<file path="config.mk">
export PLATFORM = sky130hd
export DESIGN_NAME = ysyx_040750_hazard_ctrl
export DESIGN_NICKNAME = d
export VERILOG_FILES = /design/src/rtl/ysyx_040750_hazard_ctrl.sv
export SDC_FILE = /design/constraint.sdc
export NUM_CORES = 1
export LEC_CHECK = 0
export CAP_MARGIN = 10
export CELL_PAD_IN_SITES_DETAIL_PLACEMENT = 1
export CELL_PAD_IN_SITES_GLOBAL_PLACEMENT = 1
export CORE_MARGIN = 3
export CORE_UTILIZATION = 41
export CTS_CLUSTER_DIAMETER = 30
export DETAILED_ROUTE_END_ITERATION = 10
export HOLD_SLACK_MARGIN = 0.05
export PLACE_DENSITY = 0.95
export SKIP_LAST_GASP = 1
export SLEW_MARGIN = 20
export SYNTH_ARGS = -nofsm -noshare
export SYNTH_HDL_FRONTEND = slang
export SYNTH_SLANG_ARGS = --single-unit
</file>
<file path="constraint.sdc">
create_clock -name I_sys_clk -period 9.92 [get_ports I_sys_clk]
set_input_delay 1.984 -clock I_sys_clk [delete_from_list [all_inputs] [get_ports I_sys_clk]]
set_output_delay 1.984 -clock I_sys_clk [all_outputs]
set_load 0.05 [all_outputs]
</file>
<file path="src/rtl/ysyx_040750_hazard_ctrl.sv">
// ID-stage hazard controller: operand forwarding select, load-use/multicycle/serialising stalls,
// multicycle countdown scoreboard, and saturating per-cause stall-cycle counters.
module ysyx_040750_hazard_ctrl #(
    parameter int REG_ADDR_W = 5,
    parameter int NUM_SRC    = 2,
    parameter int LAT_W      = 6,
    parameter int CNT_W      = 32
) (
    input  logic                          I_sys_clk,
    input  logic                          I_rst,
    input  logic [NUM_SRC*REG_ADDR_W-1:0] I_src_addr,
    input  logic [NUM_SRC-1:0]            I_src_en,
    input  logic                          I_ID_valid,
    input  logic                          I_ID_mc,
    input  logic [REG_ADDR_W-1:0]         I_EX_rd_addr,
    input  logic [REG_ADDR_W-1:0]         I_MEM_rd_addr,
    input  logic [REG_ADDR_W-1:0]         I_WB_rd_addr,
    input  logic                          I_EX_valid,
    input  logic                          I_MEM_valid,
    input  logic                          I_WB_valid,
    input  logic                          I_EX_mem_rd_en,
    input  logic                          I_MEM_mem_rd_en,
    input  logic                          I_EX_intr,
    input  logic                          I_WB_intr,
    input  logic                          I_EX_mc_start,
    input  logic [LAT_W-1:0]              I_EX_mc_lat,
    input  logic                          I_flush,
    output logic [2*NUM_SRC-1:0]          O_fwd_sel,
    output logic                          O_ID_stall,
    output logic                          O_mc_busy,
    output logic [CNT_W-1:0]              O_cnt_load,
    output logic [CNT_W-1:0]              O_cnt_mc,
    output logic [CNT_W-1:0]              O_cnt_intr
);

    typedef enum logic {RUN, DRAIN} state_t;

    state_t                  state, state_next;
    logic [LAT_W-1:0]        mc_cnt;
    logic [REG_ADDR_W-1:0]   mc_rd;
    logic                    load_stall, mc_hit, mc_stall, intr_stall;

    always_comb begin
        O_fwd_sel  = '0;
        load_stall = 1'b0;
        mc_hit     = 1'b0;
        for (int unsigned k = 0; k < NUM_SRC; k++) begin
            logic [REG_ADDR_W-1:0] src;
            logic                  live, hit_ex, hit_mem, hit_wb;
            src     = I_src_addr[k*REG_ADDR_W +: REG_ADDR_W];
            live    = I_src_en[k] && (src != '0);
            hit_ex  = live && I_EX_valid  && (src == I_EX_rd_addr);
            hit_mem = live && I_MEM_valid && (src == I_MEM_rd_addr);
            hit_wb  = live && I_WB_valid  && (src == I_WB_rd_addr);
            if (hit_ex)
                O_fwd_sel[2*k +: 2] = 2'd1;
            else if (hit_mem)
                O_fwd_sel[2*k +: 2] = 2'd2;
            else if (hit_wb)
                O_fwd_sel[2*k +: 2] = 2'd3;
            if ((hit_ex && I_EX_mem_rd_en) || (hit_mem && I_MEM_mem_rd_en))
                load_stall = 1'b1;
            if (live && (src == mc_rd))
                mc_hit = 1'b1;
        end
    end

    assign O_mc_busy  = (mc_cnt != '0);
    assign mc_stall   = O_mc_busy && (mc_hit || I_ID_mc);
    assign intr_stall = (state == DRAIN) || (I_EX_valid && I_EX_intr);
    assign O_ID_stall = I_ID_valid && (load_stall || mc_stall || intr_stall);

    // Flush dominates; otherwise exit is only evaluated from DRAIN and entry only from RUN.
    always_comb begin
        state_next = state;
        if (I_flush)
            state_next = RUN;
        else if (state == RUN) begin
            if (I_EX_valid && I_EX_intr)
                state_next = DRAIN;
        end else begin
            if (I_WB_valid && I_WB_intr)
                state_next = RUN;
        end
    end

    always_ff @(posedge I_sys_clk or posedge I_rst) begin
        if (I_rst)
            state <= RUN;
        else
            state <= state_next;
    end

    always_ff @(posedge I_sys_clk or posedge I_rst) begin
        if (I_rst) begin
            mc_cnt <= '0;
            mc_rd  <= '0;
        end else if (I_flush) begin
            mc_cnt <= '0;
        end else if (I_EX_mc_start && I_EX_valid && !O_mc_busy && (I_EX_mc_lat != '0)) begin
            mc_cnt <= I_EX_mc_lat;
            mc_rd  <= I_EX_rd_addr;
        end else if (O_mc_busy) begin
            mc_cnt <= mc_cnt - LAT_W'(1);
        end
    end

    always_ff @(posedge I_sys_clk or posedge I_rst) begin
        if (I_rst) begin
            O_cnt_load <= '0;
            O_cnt_mc   <= '0;
            O_cnt_intr <= '0;
        end else if (O_ID_stall) begin
            if (intr_stall) begin
                if (O_cnt_intr != '1)
                    O_cnt_intr <= O_cnt_intr + CNT_W'(1);
            end else if (mc_stall) begin
                if (O_cnt_mc != '1)
                    O_cnt_mc <= O_cnt_mc + CNT_W'(1);
            end else begin
                if (O_cnt_load != '1)
                    O_cnt_load <= O_cnt_load + CNT_W'(1);
            end
        end
    end

endmodule

</file>
==> flow_metrics.py <==
metrics = {
    "placement": {
        "hpwl_mm": 13.2,
        "place_ws_ps": 2940,
        "place.gp.congestion": 0.869,
        "portBuffers": 147,
        "place_area_mm2": 0.00732,
    },
    "logic_synthesis": {
        "netlist_instances": 556,
        "post_synth_main_area_contributors": "dfrtp_1 47%, xnor2_1 15%, xor2_1 5.7%",
        "yosys.area_share.simple_pct": 22.6,
        "seq_area_frac_synth_pct": 47.2,
        "synth_fp_nets": 606,
        "yosysTopAreaCellShare_pct": 47.2,
        "avgSynthCellArea_um2": 10.3,
        "synth_compound_area_share_pct": 4.13,
        "ys_ff_latch": 108,
        "synthDistinctLibCells": 45,
        "ys_warn_count": 0,
        "synth.largest_area_cell": "dfrtp_1",
        "synth_area_mm2": 0.00572,
        "synth_mux_area_share_pct": 1.38,
        "synth_xor_area_share_pct": 21.0,
        "synth_top_family_by_area": "simple AND/OR/NAND/NOR gates",
        "synthAdderAreaFrac_pct": 0.875,
    },
    "sta": {
        "finalCritPeriodShare_pct": 72.5,
        "final-hold-violation-count": 0,
        "fin_setup_tns_ps": 0,
        "setup-violations-final": 0,
        "period_needed_ps": 7190,
        "slew_viol_final": 0,
        "hold_ws_ps": 492,
        "slew_headroom_pct": 45.0,
        "fin_skew_ps": 9.18,
        "rsz0062_at_grt": "false",
        "tightest_slew_ps": 822,
        "fmax_mhz": 139,
        "fin_ws_ps": 2730,
    },
    "cts": {
        "cts_setup_buffers": 0,
        "cts-root-buf": "clkbuf_16",
        "cts_buffer_depth": 2,
        "insertion_delay_ps": 350,
        "ctsResizeCount": 0,
        "cts_num_sinks": 108,
        "h-tree-depth": 3,
        "cts_buffers": 9,
        "postCtsHoldBufs": 0,
        "tritoncts": "built",
        "clkTransAtPathRegs_ps": 70,
    },
    "power": {
        "power.leakage_uw": 0.00312,
        "powerDensity_mw_per_mm2": 161,
        "ir_drop_mv": 0.157,
    },
    "critical_path": {
        "crit_required_ps": 7940,
        "cp-start-kind": "input pin",
        "worstPathCellList": "clkdlybuf4s50_1 > or4_4 > o21ai_2 > o41ai_1 > o21ai_0 > a41oi_1 > clkdlybuf4s50_1",
        "cpPeakStageDelay_ps": 760,
        "crit_family": "buffers and inverters",
        "path_buf_inv": 2,
        "crit_path_end_kind": "output pin",
        "worstPathArrival_ps": 5200,
        "cpMostUsedCell": "clkdlybuf4s50_1",
        "crit_path_top_delay_cell": "clkdlybuf4s50_1",
        "critPathMaxFanout": 5,
        "crit_type": "in -> out",
    },
    "cells_and_area": {
        "layout_commonest_cell": "clkdlybuf4s50_1",
        "num-nets-final": 744,
        "area_growth_pct": 33.4,
        "insertedDiodeCount": 0,
        "drive_gt1_share_pct": 5.29,
        "multi_input_area_mm2": 0.00287,
        "fin_util_pct": 56.7,
        "fill_cells": 1505,
        "seq_area_mm2": 0.00270,
        "layout_common_cells": "147 x clkdlybuf4s50_1, 108 x dfrtp_1, 98 x xnor2_1",
        "final_area_mm2": 0.00763,
    },
    "floorplan": {
        "initial_core_util_pct": 42.5,
        "core_mm2": 0.0135,
        "die_x_um": 124,
        "die_height_um": 124,
        "pin_count": 148,
        "row_count": 42,
        "dieArea_mm2": 0.0154,
    },
    "grt": {
        "grt_overflow": 0,
        "grt_pass1_wl_mm": 28.4,
        "grt_pass1_vias": 5357,
        "antenna_found_initial": 0,
        "grt_usage_pct": 23.4,
        "grt_max_degree": 58,
    },
    "route": {
        "ant_nets": 0,
        "wl_per_cell_um": 20.1,
        "drc": 0,
        "dr.pass1.iters": 4,
        "viasPerCell": 5.55,
        "drt-initial-drc-count": 310,
        "vias": 4855,
        "finalWirelength_mm": 17.6,
    },
    "job": {
        "drv_cap": 0,
    },
    "status": {
        "status": "finished, final reports clean",
    },
    "hold_path": {
        "hp-class": "reg -> reg",
    },
}
power by group:
| part | leakage [µW] | switching, µW | internal (µW) | total, µW |
|---|---|---|---|---|
| logic | 0.00150 | 214 | 135 | 350 |
| registers | 0.00147 | 52.1 | 480 | 532 |
| clock network | 0.000138 | 168 | 181 | 349 |
| total | 0.00312 | 435 | 796 | 1230 |
state kept, by name, indices dropped and copies added, names as in the netlist:
| signal | cells |
|---|---|
| mc_rd | 5 |
| state | 1 |
| mc_cnt | 6 |
| O_cnt_mc | 32 |
| O_cnt_load | 32 |
| O_cnt_intr | 32 |
final cells by class:
cell class                 count  area share (%)
multi-input combinational    411            37.6
sequential                   108            35.4
timing repair buffer         150            19.7
clock buffer                  11            3.18
tap                          176            2.89
inverter                      14           0.722
clock inverter                 5           0.541
routing by layer:
| metal | track usage, % | up-vias | part of all wire, % |
|---|---|---|---|
| met3 | 6.22 | 18 | 5.8 |
| met5 | 0 | - | 0 |
| met2 | 40.4 | 140 | 50 |
| met4 | 4.93 | 0 | 1.2 |
| met1 | 29.6 | 2473 | 43 |
| li1 | - | 2224 | - |
cell usage after synthesis (all sizes together):
library cell	number
a211o	1
a211oi	6
a21boi	1
a21oi	7
a311o	1
a311oi	2
a41oi	1
and2	8
and3	28
and4	12
buf	9
clkbuf	14
dfrtp	108
ha	4
inv	14
mux2	7
nand2	38
nand3	45
nand3b	1
nand4	37
nand4b	2
nor2	24
nor3	19
nor3b	2
nor4	7
o211ai	1
o21a	2
o21ai	5
o21bai	1
o311a	1
o41ai	1
or2	2
or3	3
or4	6
xnor2	99
xor2	37
worst paths after layout:
path	start	endpoint	slack [ps]	depth (start not counted)
hold reg to reg	O_cnt_mc[5]$_DFFE_PP0P_	O_cnt_mc[5]$_DFFE_PP0P_	490	1
setup reg to reg	O_cnt_load[9]$_DFFE_PP0P_	O_cnt_load[1]$_DFFE_PP0P_	6920	6
hold / removal	O_cnt_mc[5]$_DFFE_PP0P_	O_cnt_mc[5]$_DFFE_PP0P_	490	1
max in group asynchronous	I_rst	O_cnt_load[11]$_DFFE_PP0P_	6670	3
min in group asynchronous	I_rst	O_cnt_mc[22]$_DFFE_PP0P_	2080	2
setup / recovery	I_src_addr[6]	O_ID_stall	2730	7
cells by family (layout without fill, tap and decap cells):
family,Yosys count,after routing
xor+xnor,136,136
fa+ha+maj,4,4
buf+inv,37,180
mux,7,7
flops,108,108
simple gates,234,234
compound gates,30,30
through the flow:
step                total power [µW]  instances
floorplan                        763        556
global placement                 867        858
detailed placement               888        858
CTS                             1240        874
global route                    1290        875
finish                          1230        875
Power figures use the tool's default switching activity.
